[src/rtl/irda_wb_arbiter.sv]
// ============================================================================
// irda_wb_arbiter
//
// Two-master Wishbone arbiter for the IrDA register/data slave port.
// Master 0 is the host CPU and master 1 is the IrDA DMA engine. Grants are
// round-robin. A grant is held for the whole cyc cycle. The slave's
// ack/data/err go back to the granted master only.
//
// Optional feature (macro IRDA_ARB_WATCHDOG_EN):
//   An 8-bit watchdog terminates a transfer that the slave has not acked
//   within TO_CYCLES clocks of strobe. It pulses the master's err_o, drops
//   s_cyc_o/s_stb_o for that clock, and releases the grant. Without the
//   macro, both err_o outputs are tied low.
//
// Parameters:
//   AW        address width
//   DW        data width
//   TO_CYCLES watchdog limit in clocks (2..255)
//
// Ports:
//   clk, wb_rst_i                 clock, synchronous active-high reset
//   mN_cyc_i/stb_i/we_i/adr_i/dat_i   master N request side (N = 0, 1)
//   mN_dat_o/ack_o/err_o          master N return side
//   s_cyc_o/stb_o/we_o/adr_o/dat_o    slave request side
//   s_dat_i, s_ack_i              slave return side
//   gnt_o                         one-hot grant (01 = m0, 10 = m1, 00 = idle)
// ============================================================================
module irda_wb_arbiter #(
    parameter int AW        = 4,
    parameter int DW        = 32,
    parameter int TO_CYCLES = 15
) (
    input  logic          clk,
    input  logic          wb_rst_i,
    input  logic          m0_cyc_i,
    input  logic          m0_stb_i,
    input  logic          m0_we_i,
    input  logic [AW-1:0] m0_adr_i,
    input  logic [DW-1:0] m0_dat_i,
    output logic [DW-1:0] m0_dat_o,
    output logic          m0_ack_o,
    output logic          m0_err_o,
    input  logic          m1_cyc_i,
    input  logic          m1_stb_i,
    input  logic          m1_we_i,
    input  logic [AW-1:0] m1_adr_i,
    input  logic [DW-1:0] m1_dat_i,
    output logic [DW-1:0] m1_dat_o,
    output logic          m1_ack_o,
    output logic          m1_err_o,
    output logic          s_cyc_o,
    output logic          s_stb_o,
    output logic          s_we_o,
    output logic [AW-1:0] s_adr_o,
    output logic [DW-1:0] s_dat_o,
    input  logic [DW-1:0] s_dat_i,
    input  logic          s_ack_i,
    output logic [1:0]    gnt_o
);

    typedef enum logic [1:0] {
        ST_IDLE = 2'd0,
        ST_GNT0 = 2'd1,
        ST_GNT1 = 2'd2
    } state_t;

    localparam logic [7:0] TO_LIMIT = 8'(TO_CYCLES);

    state_t        state_q, state_d;
    logic          last_q, last_d;   // master served most recently
    logic [1:0]    gnt;
    logic [1:0]    stb_in;
    logic [1:0]    ack;
    logic [1:0]    err;
    logic [DW-1:0] mdat [2];
    logic          timeout;

    assign stb_in = {m1_stb_i, m0_stb_i};
    assign gnt    = {state_q == ST_GNT1, state_q == ST_GNT0};
    assign gnt_o  = gnt;

`ifdef IRDA_ARB_WATCHDOG_EN
    logic [7:0] wd_cnt_q, wd_cnt_d;
    logic       gnt_stb;

    assign gnt_stb = |(gnt & stb_in);
    assign timeout = (state_q != ST_IDLE) && (wd_cnt_q == TO_LIMIT);

    // The counter restarts on any grant change. This keeps a stale count
    // from one master from shortening the next master's window.
    always_comb begin
        wd_cnt_d = wd_cnt_q;
        if (timeout || (state_d != state_q) || s_ack_i) begin
            wd_cnt_d = '0;
        end else if (gnt_stb) begin
            wd_cnt_d = wd_cnt_q + 8'd1;
        end
    end

    always_ff @(posedge clk) begin
        if (wb_rst_i) begin
            wd_cnt_q <= '0;
        end else begin
            wd_cnt_q <= wd_cnt_d;
        end
    end
`else
    logic unused_to_limit;
    assign unused_to_limit = ^TO_LIMIT;
    assign timeout         = 1'b0;
`endif

    // Grant FSM. A timeout is treated exactly like the owner dropping cyc,
    // so a hung owner goes to the back of the round-robin order.
    always_comb begin
        state_d = state_q;
        last_d  = last_q;
        case (state_q)
            ST_IDLE: begin
                if (m0_cyc_i && m1_cyc_i) begin
                    state_d = last_q ? ST_GNT0 : ST_GNT1;
                end else if (m0_cyc_i) begin
                    state_d = ST_GNT0;
                end else if (m1_cyc_i) begin
                    state_d = ST_GNT1;
                end
            end
            ST_GNT0: begin
                if (!m0_cyc_i || timeout) begin
                    last_d  = 1'b0;
                    state_d = m1_cyc_i ? ST_GNT1 : ST_IDLE;
                end
            end
            ST_GNT1: begin
                if (!m1_cyc_i || timeout) begin
                    last_d  = 1'b1;
                    state_d = m0_cyc_i ? ST_GNT0 : ST_IDLE;
                end
            end
            default: state_d = ST_IDLE;
        endcase
    end

    always_ff @(posedge clk) begin
        if (wb_rst_i) begin
            state_q <= ST_IDLE;
            last_q  <= 1'b1;   // m0 wins the first contested request
        end else begin
            state_q <= state_d;
            last_q  <= last_d;
        end
    end

    // Slave-side mux, driven from the registered grant
    always_comb begin
        s_cyc_o = 1'b0;
        s_stb_o = 1'b0;
        s_we_o  = 1'b0;
        s_adr_o = '0;
        s_dat_o = '0;
        case (state_q)
            ST_GNT0: begin
                s_cyc_o = m0_cyc_i & ~timeout;
                s_stb_o = m0_stb_i & ~timeout;
                s_we_o  = m0_we_i;
                s_adr_o = m0_adr_i;
                s_dat_o = m0_dat_i;
            end
            ST_GNT1: begin
                s_cyc_o = m1_cyc_i & ~timeout;
                s_stb_o = m1_stb_i & ~timeout;
                s_we_o  = m1_we_i;
                s_adr_o = m1_adr_i;
                s_dat_o = m1_dat_i;
            end
            default: ;
        endcase
    end

    // Return path: only the granted master sees ack, err or data
    genvar gi;
    generate
        for (gi = 0; gi < 2; gi++) begin : g_ret
            assign ack[gi]  = s_ack_i & gnt[gi];
            assign err[gi]  = timeout & gnt[gi];
            assign mdat[gi] = gnt[gi] ? s_dat_i : '0;
        end
    endgenerate

    assign m0_ack_o = ack[0];
    assign m1_ack_o = ack[1];
    assign m0_err_o = err[0];
    assign m1_err_o = err[1];
    assign m0_dat_o = mdat[0];
    assign m1_dat_o = mdat[1];

endmodule

[config.mk]
export PLATFORM = sky130hd
export DESIGN_NAME = irda_wb_arbiter
export DESIGN_NICKNAME = d
export VERILOG_FILES = /design/src/rtl/irda_wb_arbiter.sv
export SDC_FILE = /design/constraint.sdc
export NUM_CORES = 1
export LEC_CHECK = 0
export ABC_AREA = 1
export CORE_AREA = 2 2 85 87
export DETAILED_ROUTE_END_ITERATION = 10
export DIE_AREA = 0 0 87 89
export MAX_ROUTING_LAYER = met4
export PLACE_DENSITY = 0.87
export REMOVE_ABC_BUFFERS = 1
export SLEW_MARGIN = 0
export SYNTH_ARGS = -nofsm -noshare
export SYNTH_HDL_FRONTEND = slang
export SYNTH_SLANG_ARGS = --single-unit
[constraint.sdc]
create_clock -name clk -period 2 [get_ports clk]
set_input_delay 0.3 -clock clk [delete_from_list [all_inputs] [get_ports clk]]
set_output_delay 0.3 -clock clk [all_outputs]
set_load 0.1 [all_outputs]
==> impl_metrics.json, run 1 <==
{
  "outcome": "finished, final reports clean",
  "ys_seq_elements": 3,
  "fin_worst_skew_ns": 0.00512,
  "multi_input_area_um2": 1150,
  "crit_fanout": 39,
  "clock_latency_ns": 0.22,
  "coreArea_um2": 6720,
  "crit_end": "s_dat_o[24]",
  "path_class": "reg -> out",
  "grt_usage_pct": 22.0,
  "fin_crit_sh_pct": 99.2,
  "critPathArrivalTime_ns": 1.68,
  "seq_area_um2": 62.6,
  "yosysWarnings": 0,
  "rr_endpoint": "state_q[0]$_SDFFE_PP0P_",
  "worst_path_max_delay_cell": "dfxtp_2",
  "detailed_place.area_um2": 4710,
  "viasPerCell": 4.66,
  "avgRoutedWirePerCell_um": 15.7,
  "syn_inst": 309,
  "critPathCaptureType": "output port",
  "start_util_pct": 20.7,
  "routed_wl_mm": 9.40,
  "num_antenna_cells": 0,
  "die_w_um": 87,
  "setup_tns_ns": 0,
  "clockBufferDepth": 2,
  "syn_to_final_growth_pct": 266,
  "startpoint_type": "register",
  "htreeDepth": 1,
  "clock.fmax_mhz": 504,
  "setup.worst_path.start": "state_q[0]$_SDFFE_PP0P_",
  "peakVddDrop_mv": 0.450,
  "fin_nets": 639,
  "drive_gt1_share_pct": 32.5,
  "clkTransAtPathRegs_ns": 0.03,
  "grt_max_degree": 40,
  "ios": 222,
  "power_leakage_uw": 0.00239,
  "die-area_um2": 7740,
  "crit_family": "buffers and inverters",
  "critical_path_buf_inv_count": 3,
  "drv_cap": 0,
  "initialDrtViolationCount": 69,
  "antenna_found_initial": 0,
  "gp_congestion": 0.835,
  "design_area_um2": 5090,
  "post-route-drc-count": 0,
  "vias": 2797,
  "setup_viol_count_final": 0,
  "final_hold_viol_count": 0,
  "die_h_um": 89,
  "syn-mean-instance-area_um2": 4.50,
  "r2r_start": "state_q[0]$_SDFFE_PP0P_",
  "synth.distinct_cells": 19,
  "cts_num_sinks": 3,
  "min_path_type": "reg -> reg",
  "cts_tree": "yes",
  "grt_pass1_vias": 2709,
  "fin_crit_ns": 1.98,
  "worst-r2r-setup-slack_ns": 0.42,
  "ff2ff_path_depth": 10,
  "powerDensity_nw_per_um2": 977,
  "synthesis.area_um2": 1390,
  "io_buffers": 219,
  "critPathMostFrequentCell": "buf_12",
  "grt_pass1_wl_mm": 13.1,
  "required_ns": 1.70,
  "seq_area_frac_synth_pct": 4.32,
  "globalRouteOverflowTotal": 0,
  "numCtsBuffers": 3,
  "row_count": 30,
  "dp_hpwl_mm": 7.25,
  "path_depth": 6,
  "fill_cells": 410,
  "path_cells": "inv_1 -> ha_1 -> buf_12 -> nand2_1 -> a21oi_2 -> buf_12",
  "root_buffer": "clkbuf_8",
  "drt_pre_antenna_iters": 4,
  "finalMaxSlewViolations": 0,
  "total_power_uw": 4980,
  "ant_nets": 0,
  "critical-path-max-stage-delay_ns": 0.34
}
-- sequential cells by signal, summed over array words and instances, names as in the netlist --
| register | count |
|---|---|
| state_q | 2 |
| last_q | 1 |
-- synth_stat cells --
library cell | count | share of area (%)
inv_2 | 1 | 0.27
a21oi_1 | 41 | 15
nor2_1 | 1 | 0.27
conb_1 | 1 | 0.27
nand2_1 | 155 | 42
buf_2 | 12 | 4.3
nand3_1 | 1 | 0.36
inv_1 | 71 | 19
buf_6 | 1 | 0.81
o21bai_1 | 1 | 0.54
nand3b_2 | 1 | 0.81
clkbuf_1 | 3 | 0.81
nor2_4 | 1 | 0.81
o21ai_0 | 1 | 0.36
ha_1 | 5 | 4.5
nand2_2 | 1 | 0.45
dfxtp_1 | 3 | 4.3
buf_4 | 7 | 3.8
nand2_4 | 2 | 1.6
-- metal layers --
layer | GRT usage [%] | part of all wire, % | up-vias
li1 | - | - | 1305
met4 | 8.95 | 4.5 | 0
met2 | 42.6 | 54 | 197
met5 | - | 0 | -
met3 | 3.79 | 7.6 | 38
met1 | 21.6 | 34 | 1257
-- metrics by stage --
stage          instances  hold WS, ns  setup slack (ns)  util, %
3_5_place_dp         591        0.510            0.0977     70.1
3_3_place_gp         591        0.492             0.121     70.1
4_1_cts              595        0.522           -0.0354     71.3
6_report             600        0.503            0.0156     75.8
5_1_grt              600        0.531           -0.0318     75.8
2_1_floorplan        287        0.369             -2.33        -
-- final cells by class --
type / instances / share of cell area, %
Timing Repair Buffer: 229 / 68.0
Multi-Input combinational cell: 212 / 22.6
Inverter: 72 / 5.31
Tap cell: 80 / 1.97
Sequential cell: 3 / 1.23
Clock buffer: 4 / 0.885
-- report_power, final --
| part | total (uW) | leakage, uW | internal (uW) | switching [uW] |
|---|---|---|---|---|
| logic | 4700 | 0.00234 | 1620 | 3090 |
| clock network | 180 | 0.0000228 | 136 | 43.5 |
| registers | 94.1 | 0.0000254 | 76.5 | 17.6 |
| total | 4980 | 0.00239 | 1830 | 3150 |
-- worst min-delay path, stage by stage (launching register included) --
cell	delay, ns
dfxtp_2	0.33
nand2_1	0.07
a21oi_1	0.06
-- layout by cell type, fill, tap and decap left out --
cell type	n
nand2_1	155
clkdlybuf4s50_1	112
buf_12	112
inv_1	70
a21oi_2	30
a21oi_4	8
ha_1	4
a21oi_1	3
clkbuf_8	3
clkbuf_16	3
inv_2	2
nand2_4	2
nor2_4	2
conb_1	2
dfxtp_2	2
nand2_2	1
o21ai_0	1
o21bai_1	1
nand3b_2	1
nand3_1	1
ha_4	1
clkbuf_1	1
buf_8	1
dfxtp_1	1
buf_4	1
-- worst min-delay path by stage --
stage	from	endpoint	slack (ns)	depth (start not counted)
2_1_floorplan	wb_rst_i	state_q[0]$_SDFFE_PP0P_	0.37	1
3_3_place_gp	state_q[0]$_SDFFE_PP0P_	state_q[0]$_SDFFE_PP0P_	0.49	2
3_5_place_dp	state_q[0]$_SDFFE_PP0P_	state_q[0]$_SDFFE_PP0P_	0.51	2
4_1_cts	state_q[0]$_SDFFE_PP0P_	state_q[0]$_SDFFE_PP0P_	0.52	2
5_1_grt	state_q[1]$_SDFFE_PP0P_	state_q[1]$_SDFFE_PP0P_	0.53	2
6_report	state_q[1]$_SDFFE_PP0P_	state_q[1]$_SDFFE_PP0P_	0.50	2
-- cell families after synthesis --
logic type / synth area share [%]
simple gates: 46.1
buf+inv: 29.1
compound gates: 15.6
fa+ha+maj: 4.50
flops: 4.32
other cells: 0.270
-- repair_timing --
item / CTS / global route
gates resized for setup: 9 / 48
buffers inserted: 0 / 1
setup endpoints to repair: 39 / 39
cloned: 0 / 4
hold buffers: 0 / 0
endpoints found under the hold margin: 0 / 0
Power figures use the tool's default switching activity.
==> run 2, diff against run 1 <==
--- a/config.mk
+++ b/config.mk
@@ -5,12 +5,11 @@
 export SDC_FILE = /design/constraint.sdc
 export NUM_CORES = 1
 export LEC_CHECK = 0
-export ABC_AREA = 1
-export CORE_AREA = 2 2 85 87
+export CORE_AREA = 2 2 87 89
 export DETAILED_ROUTE_END_ITERATION = 10
-export DIE_AREA = 0 0 87 89
+export DIE_AREA = 0 0 89 91
 export MAX_ROUTING_LAYER = met4
-export PLACE_DENSITY = 0.87
+export PLACE_DENSITY = 0.83
 export REMOVE_ABC_BUFFERS = 1
 export SLEW_MARGIN = 0
 export SYNTH_ARGS = -nofsm -noshare
==> run 2 against run 1 <==
  * The run now ends with setup timing left
  * First-iteration DRC count down 41%
  * Design area shrank 2.6%
  * Register-to-register slack better by 0.02 ns
  * Power decreased by 8.0%
  * Critical endpoint is now s_dat_o[31]
==> impl_metrics.json, run 2 <==
{
  "fin_nets": 522,
  "p_sw_uw": 2720,
  "viasPerCell": 4.53,
  "hold_path_end": "state_q[1]$_SDFFE_PP0P_",
  "finalMaxSlewViolations": 0,
  "setup_viol_count_final": 2,
  "worst-r2r-setup-slack_ns": 0.44,
  "grt_max_degree": 41,
  "detailed_place.area_um2": 4680,
  "synth_fa_ha_area_share_pct": 4.78,
  "critical_path_buf_inv_count": 3,
  "async_flop_share_pct": 0,
  "clock_latency_ns": 0.22,
  "ios": 222,
  "htreeDepth": 1,
  "syn_to_final_growth_pct": 279,
  "layout_common_cells": "112 x clkdlybuf4s50_1, 111 x buf_12, 66 x and2_1, 29 x a22oi_1, 26 x nor2b_2",
  "design_area_um2": 4960,
  "final_hold_viol_count": 0,
  "violations": "setup timing",
  "row_count": 31,
  "path_class": "reg -> out",
  "synthesis.area_um2": 1310,
  "syn-mean-instance-area_um2": 6.71,
  "powerDensity_nw_per_um2": 923,
  "avgRoutedWirePerCell_um": 18.8,
  "critPathCaptureType": "output port",
  "die-area_um2": 8100,
  "required_ns": 1.70,
  "largest_register_ffs": 2,
  "fin_crit_ns": 2.11,
  "num_antenna_cells": 0,
  "ys.flop_type": "dfxtp_1",
  "ys_top_cells_by_count": "66 x and2_1, 40 x a22oi_1, 38 x nor2b_1, 13 x clkbuf_1, 6 x buf_2",
  "grt_usage_pct": 20.6,
  "synth_edf_count": 0,
  "setup_ws_ns": -0.114,
  "rsz0062_at_grt": "true",
  "drt_pre_antenna_iters": 4,
  "power_leakage_uw": 0.00184,
  "cts_setup_buffers": 0,
  "fin_worst_skew_ns": 0.000966,
  "critical-path-max-stage-delay_ns": 0.38,
  "clockBufferDepth": 2,
  "switching_share_pct": 59.4,
  "post-route-drc-count": 0,
  "start_util_pct": 18.3,
  "root_buffer": "clkbuf_8",
  "peakVddDrop_mv": 0.595,
  "ff2ff_path_depth": 7,
  "synth_top_area_share_pct": 31.6,
  "clockPowerShare_pct": 3.9,
  "mostFrequentLayoutCell": "clkdlybuf4s50_1",
  "antenna_found_initial": 0,
  "largest_register": "state_q",
  "numCtsBuffers": 3,
  "drv_cap": 0,
  "fin_crit_sh_pct": 106,
  "routed_wl_mm": 9.42,
  "comb_power_share_pct": 94.1,
  "vias": 2272,
  "critPathArrivalTime_ns": 1.81,
  "synth_compound_area_share_pct": 27.9,
  "globalRouteOverflowTotal": 0,
  "whs_path_depth": 2,
  "seq_area_frac_synth_pct": 4.59,
  "rr_endpoint": "state_q[1]$_SDFFE_PP0P_",
  "min_path_type": "reg -> reg",
  "synthTopCellsByArea": "and2_1 32%, a22oi_1 23%, nor2b_1 18%, ha_1 4.8%, dfxtp_1 4.6%",
  "synth.distinct_cells": 25,
  "r2r_start": "state_q[1]$_SDFFE_PP0P_",
  "die_h_um": 91,
  "p_seq_share_pct": 1.9,
  "crit_fanout": 15,
  "synth.most_common_cell": "and2_1",
  "dp_hpwl_mm": 7.41,
  "fill_cells": 541,
  "ant_nets": 0,
  "drive_gt1_share_pct": 41.7,
  "p_int_uw": 1860,
  "initialDrtViolationCount": 41,
  "startpoint_type": "register",
  "ys_seq_elements": 3,
  "largest_registers": "state_q x2, last_q x1",
  "clkTransAtPathRegs_ns": 0.03,
  "synth-simple-area-share_pct": 52.9,
  "grt_pass1_wl_mm": 12.6,
  "holdCritStartpoint": "state_q[1]$_SDFFE_PP0P_",
  "yosysTopAreaCell": "and2_1",
  "clock.fmax_mhz": 473,
  "coreArea_um2": 7140,
  "path_cells": "inv_1 -> ha_1 -> buf_6 -> nor2b_1 -> buf_12",
  "outcome": "complete, but fails checks",
  "die_w_um": 89,
  "grt_pass1_vias": 2235,
  "post-route-util_pct": 69.5,
  "synth-xor-area-share_pct": 0,
  "cts_num_sinks": 3,
  "gp_congestion": 0.867,
  "hold_buffers": 0,
  "yosysWarnings": 0,
  "crit_family": "buffers and inverters",
  "synthMuxAreaShare_pct": 0,
  "synth_top_family_by_area": "simple AND/OR/NAND/NOR gates",
  "worst_path_max_delay_cell": "dfxtp_1",
  "cts_tree": "yes",
  "syn_inst": 195,
  "io_buffers": 219
}
[run 2: changes by cell type after synthesis, moves of 10 or more]
cell,change
nand2_1,-154
inv_1,-68
and2_1,+66
a21oi_1,-40
a22oi_1,+40
nor2b_1,+38
clkbuf_1,+10
[run 2: cell families (layout without fill, tap and decap cells)]
kind of cell | Yosys count | in the layout
buffers and inverters | 26 | 233
other | 1 | 2
DFF | 3 | 3
AOI/OAI and AO/OA | 49 | 49
and+or+nand+nor | 111 | 111
adders and majority gates | 5 | 5
[run 2: what timing repair did]
item / CTS / global route
pin swaps: 0 / 0
cloned: 0 / 1
resized for setup: 15 / 46
setup endpoints to repair: 28 / 39
[run 2: worst register-to-register path: cells and delay by family (launching register included)]
| kind | cells | cell delay, ns |
|---|---|---|
| adders and majority gates | 1 | 0.21 |
| DFF | 1 | 0.36 |
| buffers and inverters | 2 | 0.25 |
| AOI/OAI and AO/OA | 4 | 0.67 |
[run 2: metrics by stage]
| step | setup TNS, ns | power (uW) | hold slack [ns] | setup slack, ns | instances |
|---|---|---|---|---|---|
| after floorplan | -136.54 | 2530 | 0.362 | -2.22 | 173 |
| final | -0.136 | 4580 | 0.511 | -0.114 | 502 |
| after detailed placement | 0 | 4180 | 0.511 | 0.195 | 497 |
| after global placement | 0 | 4130 | 0.484 | 0.231 | 497 |
| after CTS | -0.123 | 4400 | 0.520 | -0.0206 | 501 |
| after global routing | -0.949 | 4720 | 0.543 | -0.199 | 502 |
[run 2: cell type report]
cell class,count,area [um2],share of cell area (%)
clock buffers,4,45.0,0.908
repair buffers,226,3390,68.5
well taps,99,124,2.50
inverters,3,11.3,0.227
flip-flops and latches,3,61.3,1.24
multi-input cells,167,1320,26.7
[run 2: how the worst max path moves through the flow]
stage	startpoint	slack, ns	endpoint	cells past startpoint
global placement	state_q[0]$_SDFFE_PP0P_	0.23	s_dat_o[17]	5
global route	state_q[0]$_SDFFE_PP0P_	-0.20	s_dat_o[31]	6
CTS	state_q[0]$_SDFFE_PP0P_	-0.02	s_dat_o[0]	5
detailed placement	state_q[0]$_SDFFE_PP0P_	0.20	s_dat_o[17]	5
floorplan	state_q[1]$_SDFFE_PP0P_	-2.22	s_dat_o[25]	4
finish	state_q[0]$_SDFFE_PP0P_	-0.11	s_dat_o[31]	5
[run 2: routing by layer]
metal	routed length, um	GRT usage (%)	vias to the layer above
met1	3030	20.2	1065
met2	5370	39.5	105
met5	0	-	-
li1	-	-	1072
met3	703	3.91	30
met4	316	6.59	0
[run 2: power groups by stage]
stage / combinational [uW] / clock [uW] / sequential, uW
2_1_floorplan: 2440 / 0 / 83.9
3_3_place_gp: 4040 / 0 / 85.2
4_1_cts: 4130 / 186 / 86.8
6_report: 4310 / 181 / 89.0
5_1_grt: 4440 / 193 / 90.3
3_5_place_dp: 4090 / 0 / 87.7
==> run 3, diff against run 2 <==
--- a/config.mk
+++ b/config.mk
@@ -10,7 +10,6 @@
 export DIE_AREA = 0 0 89 91
 export MAX_ROUTING_LAYER = met4
 export PLACE_DENSITY = 0.83
-export REMOVE_ABC_BUFFERS = 1
 export SLEW_MARGIN = 0
 export SYNTH_ARGS = -nofsm -noshare
 export SYNTH_HDL_FRONTEND = slang
==> run 3 against run 2 <==
  * The run now ends clean
  * Design area increased by 7.8%
  * Non-clock buffer count increased by 4
  * Largest cell class unchanged
  * Maximum frequency increased by 10%
  * First-iteration DRC count increased by 27%
  * Combinational power increased by 8.8%
  * Count of clock-buffer cells in the layout unchanged
  * Critical endpoint is now s_dat_o[15]
  * Sequential share of layout area decreased by 0.066 points
  * Routed wire length increased by 5.2%
  * Die area unchanged
  * Register-to-register slack improved by 0.09 ns
  * Flip-flop and latch count unchanged
  * Final cell count increased by 0.80%
==> impl_metrics.json, run 3 (synthesized netlist as in run 2, its figures left out) <==
{
  "dp_hpwl_mm": 7.30,
  "hold_path_end": "state_q[1]$_SDFFE_PP0P_",
  "fin_nets": 526,
  "initialDrtViolationCount": 52,
  "post-route-util_pct": 74.9,
  "cts_tree": "yes",
  "holdCritStartpoint": "state_q[1]$_SDFFE_PP0P_",
  "largest_register": "state_q",
  "die_h_um": 91,
  "io_buffers": 219,
  "fin_crit_ns": 1.92,
  "stdcell_count": 506,
  "final_hold_viol_count": 0,
  "root_buffer": "clkbuf_8",
  "fin_worst_skew_ns": 0.00143,
  "powerDensity_nw_per_um2": 927,
  "grt_pass1_wl_mm": 13.2,
  "placedCellCount": 497,
  "antenna_found_initial": 0,
  "die_w_um": 89,
  "fill_cells": 467,
  "ff2ff_path_depth": 6,
  "whs_path_depth": 2,
  "drv_cap": 0,
  "vias": 2343,
  "largest_registers": "state_q x2, last_q x1",
  "mostFrequentLayoutCell": "clkdlybuf4s50_1",
  "row_count": 31,
  "grt_pass1_vias": 2419,
  "drt_pre_antenna_iters": 4,
  "syn_to_final_growth_pct": 309,
  "largest_register_ffs": 2,
  "critPathArrivalTime_ns": 1.62,
  "design_area_um2": 5350,
  "drive_gt1_share_pct": 58.5,
  "viasPerCell": 4.63,
  "clock.fmax_mhz": 520,
  "peakVddDrop_mv": 0.490,
  "post-route-drc-count": 0,
  "rr_endpoint": "state_q[1]$_SDFFE_PP0P_",
  "path_cells": "inv_1 -> ha_2 -> clkbuf_16 -> a22oi_2 -> nor2b_4 -> buf_12",
  "rsz0062_at_grt": "false",
  "outcome": "finished, final reports clean",
  "avgRoutedWirePerCell_um": 19.6,
  "start_util_pct": 18.3,
  "fin_crit_sh_pct": 96.1,
  "ant_nets": 0,
  "power_leakage_uw": 0.00197,
  "required_ns": 1.70,
  "numCtsBuffers": 3,
  "r2r_start": "state_q[1]$_SDFFE_PP0P_",
  "setup_viol_count_final": 0,
  "coreArea_um2": 7140,
  "startpoint_type": "register",
  "worst-r2r-setup-slack_ns": 0.53,
  "setup_tns_ns": 0,
  "routed_wl_mm": 9.91,
  "critical-path-max-stage-delay_ns": 0.36,
  "htreeDepth": 1,
  "finalMaxSlewViolations": 0,
  "grt_usage_pct": 21.2,
  "worst_path_max_delay_cell": "dfxtp_2",
  "grt_max_degree": 40,
  "min_path_type": "reg -> reg",
  "path_class": "reg -> out",
  "globalRouteOverflowTotal": 0,
  "clkTransAtPathRegs_ns": 0.03,
  "die-area_um2": 8100,
  "num_antenna_cells": 0,
  "crit_fanout": 19,
  "detailed_place.area_um2": 5010,
  "cts_num_sinks": 3,
  "setup.worst_path.start": "state_q[0]$_SDFFE_PP0P_",
  "clock_latency_ns": 0.22,
  "gp_congestion": 0.793,
  "critPathCaptureType": "output port",
  "layout_common_cells": "112 x clkdlybuf4s50_1, 110 x buf_12, 38 x a22oi_2, 38 x nor2b_4",
  "clockBufferDepth": 2,
  "ios": 222
}
-- run 3: changes by cell type in the layout (fill, tap and decap cells not counted), moves of 2 or more --
cell,previous run,this run
a22oi_1,29,2
a22oi_2,11,38
and2_1,66,33
and2_2,0,33
buf_4,0,4
clkbuf_16,1,3
nor2b_1,3,0
nor2b_2,26,0
nor2b_4,9,38
-- run 3: repair_timing --
action                                  in CTS  in global routing
endpoints found under the setup margin      37                 64
resized for setup                            2                 41
buffers inserted                             0                  2
cloned                                       0                  3
hold buffers                                 0                  0
-- run 3: critical path, delay by kind of cell, from the launching register on --
family | cells | cell delay [ns]
buf+inv | 3 | 0.47
fa+ha+maj | 1 | 0.23
flops | 1 | 0.36
simple gates | 1 | 0.07
compound gates | 1 | 0.25
-- run 3: worst max path at each step --
stage / to / slack [ns]
finish: s_dat_o[15] / 0.08
global route: s_dat_o[22] / 0.04
CTS: s_dat_o[2] / -0.07
detailed placement: s_dat_o[6] / 0.15
global placement: s_cyc_o / 0.25
floorplan: s_adr_o[2] / -0.04
-- run 3: cell type report --
| type | instances | area, um2 | share of cell area [%] |
|---|---|---|---|
| sequential | 3 | 62.6 | 1.17 |
| clock buffer | 4 | 45.0 | 0.843 |
| tap | 99 | 124 | 2.32 |
| multi-input combinational | 167 | 1660 | 31.1 |
| timing repair buffer | 230 | 3440 | 64.3 |
| inverter | 3 | 11.3 | 0.211 |
-- run 3: stage by stage --
| stage | hold slack (ns) | power (uW) | worst slack (ns) |
|---|---|---|---|
| 5_1_grt | 0.542 | 5110 | 0.0392 |
| 2_1_floorplan | 0.362 | 2940 | -0.0443 |
| 6_report | 0.515 | 4960 | 0.0773 |
| 3_5_place_dp | 0.529 | 4520 | 0.150 |
| 4_1_cts | 0.533 | 4710 | -0.0743 |
| 3_3_place_gp | 0.511 | 4460 | 0.250 |
-- run 3: power breakdown --
group | total, uW | switching [uW] | internal, uW
logic | 4690 | 2810 | 1880
clock network | 178 | 41.6 | 136
registers | 91.7 | 16.6 | 75.1
-- run 3: routing by layer --
| metal | track usage [%] | vias to the layer above | routed length, um |
|---|---|---|---|
| li1 | - | 1086 | - |
| met1 | 20.3 | 1127 | 3240 |
| met2 | 40.8 | 110 | 5770 |
| met4 | 6.34 | 0 | 235 |
| met3 | 4.82 | 20 | 658 |
| met5 | - | - | 0 |
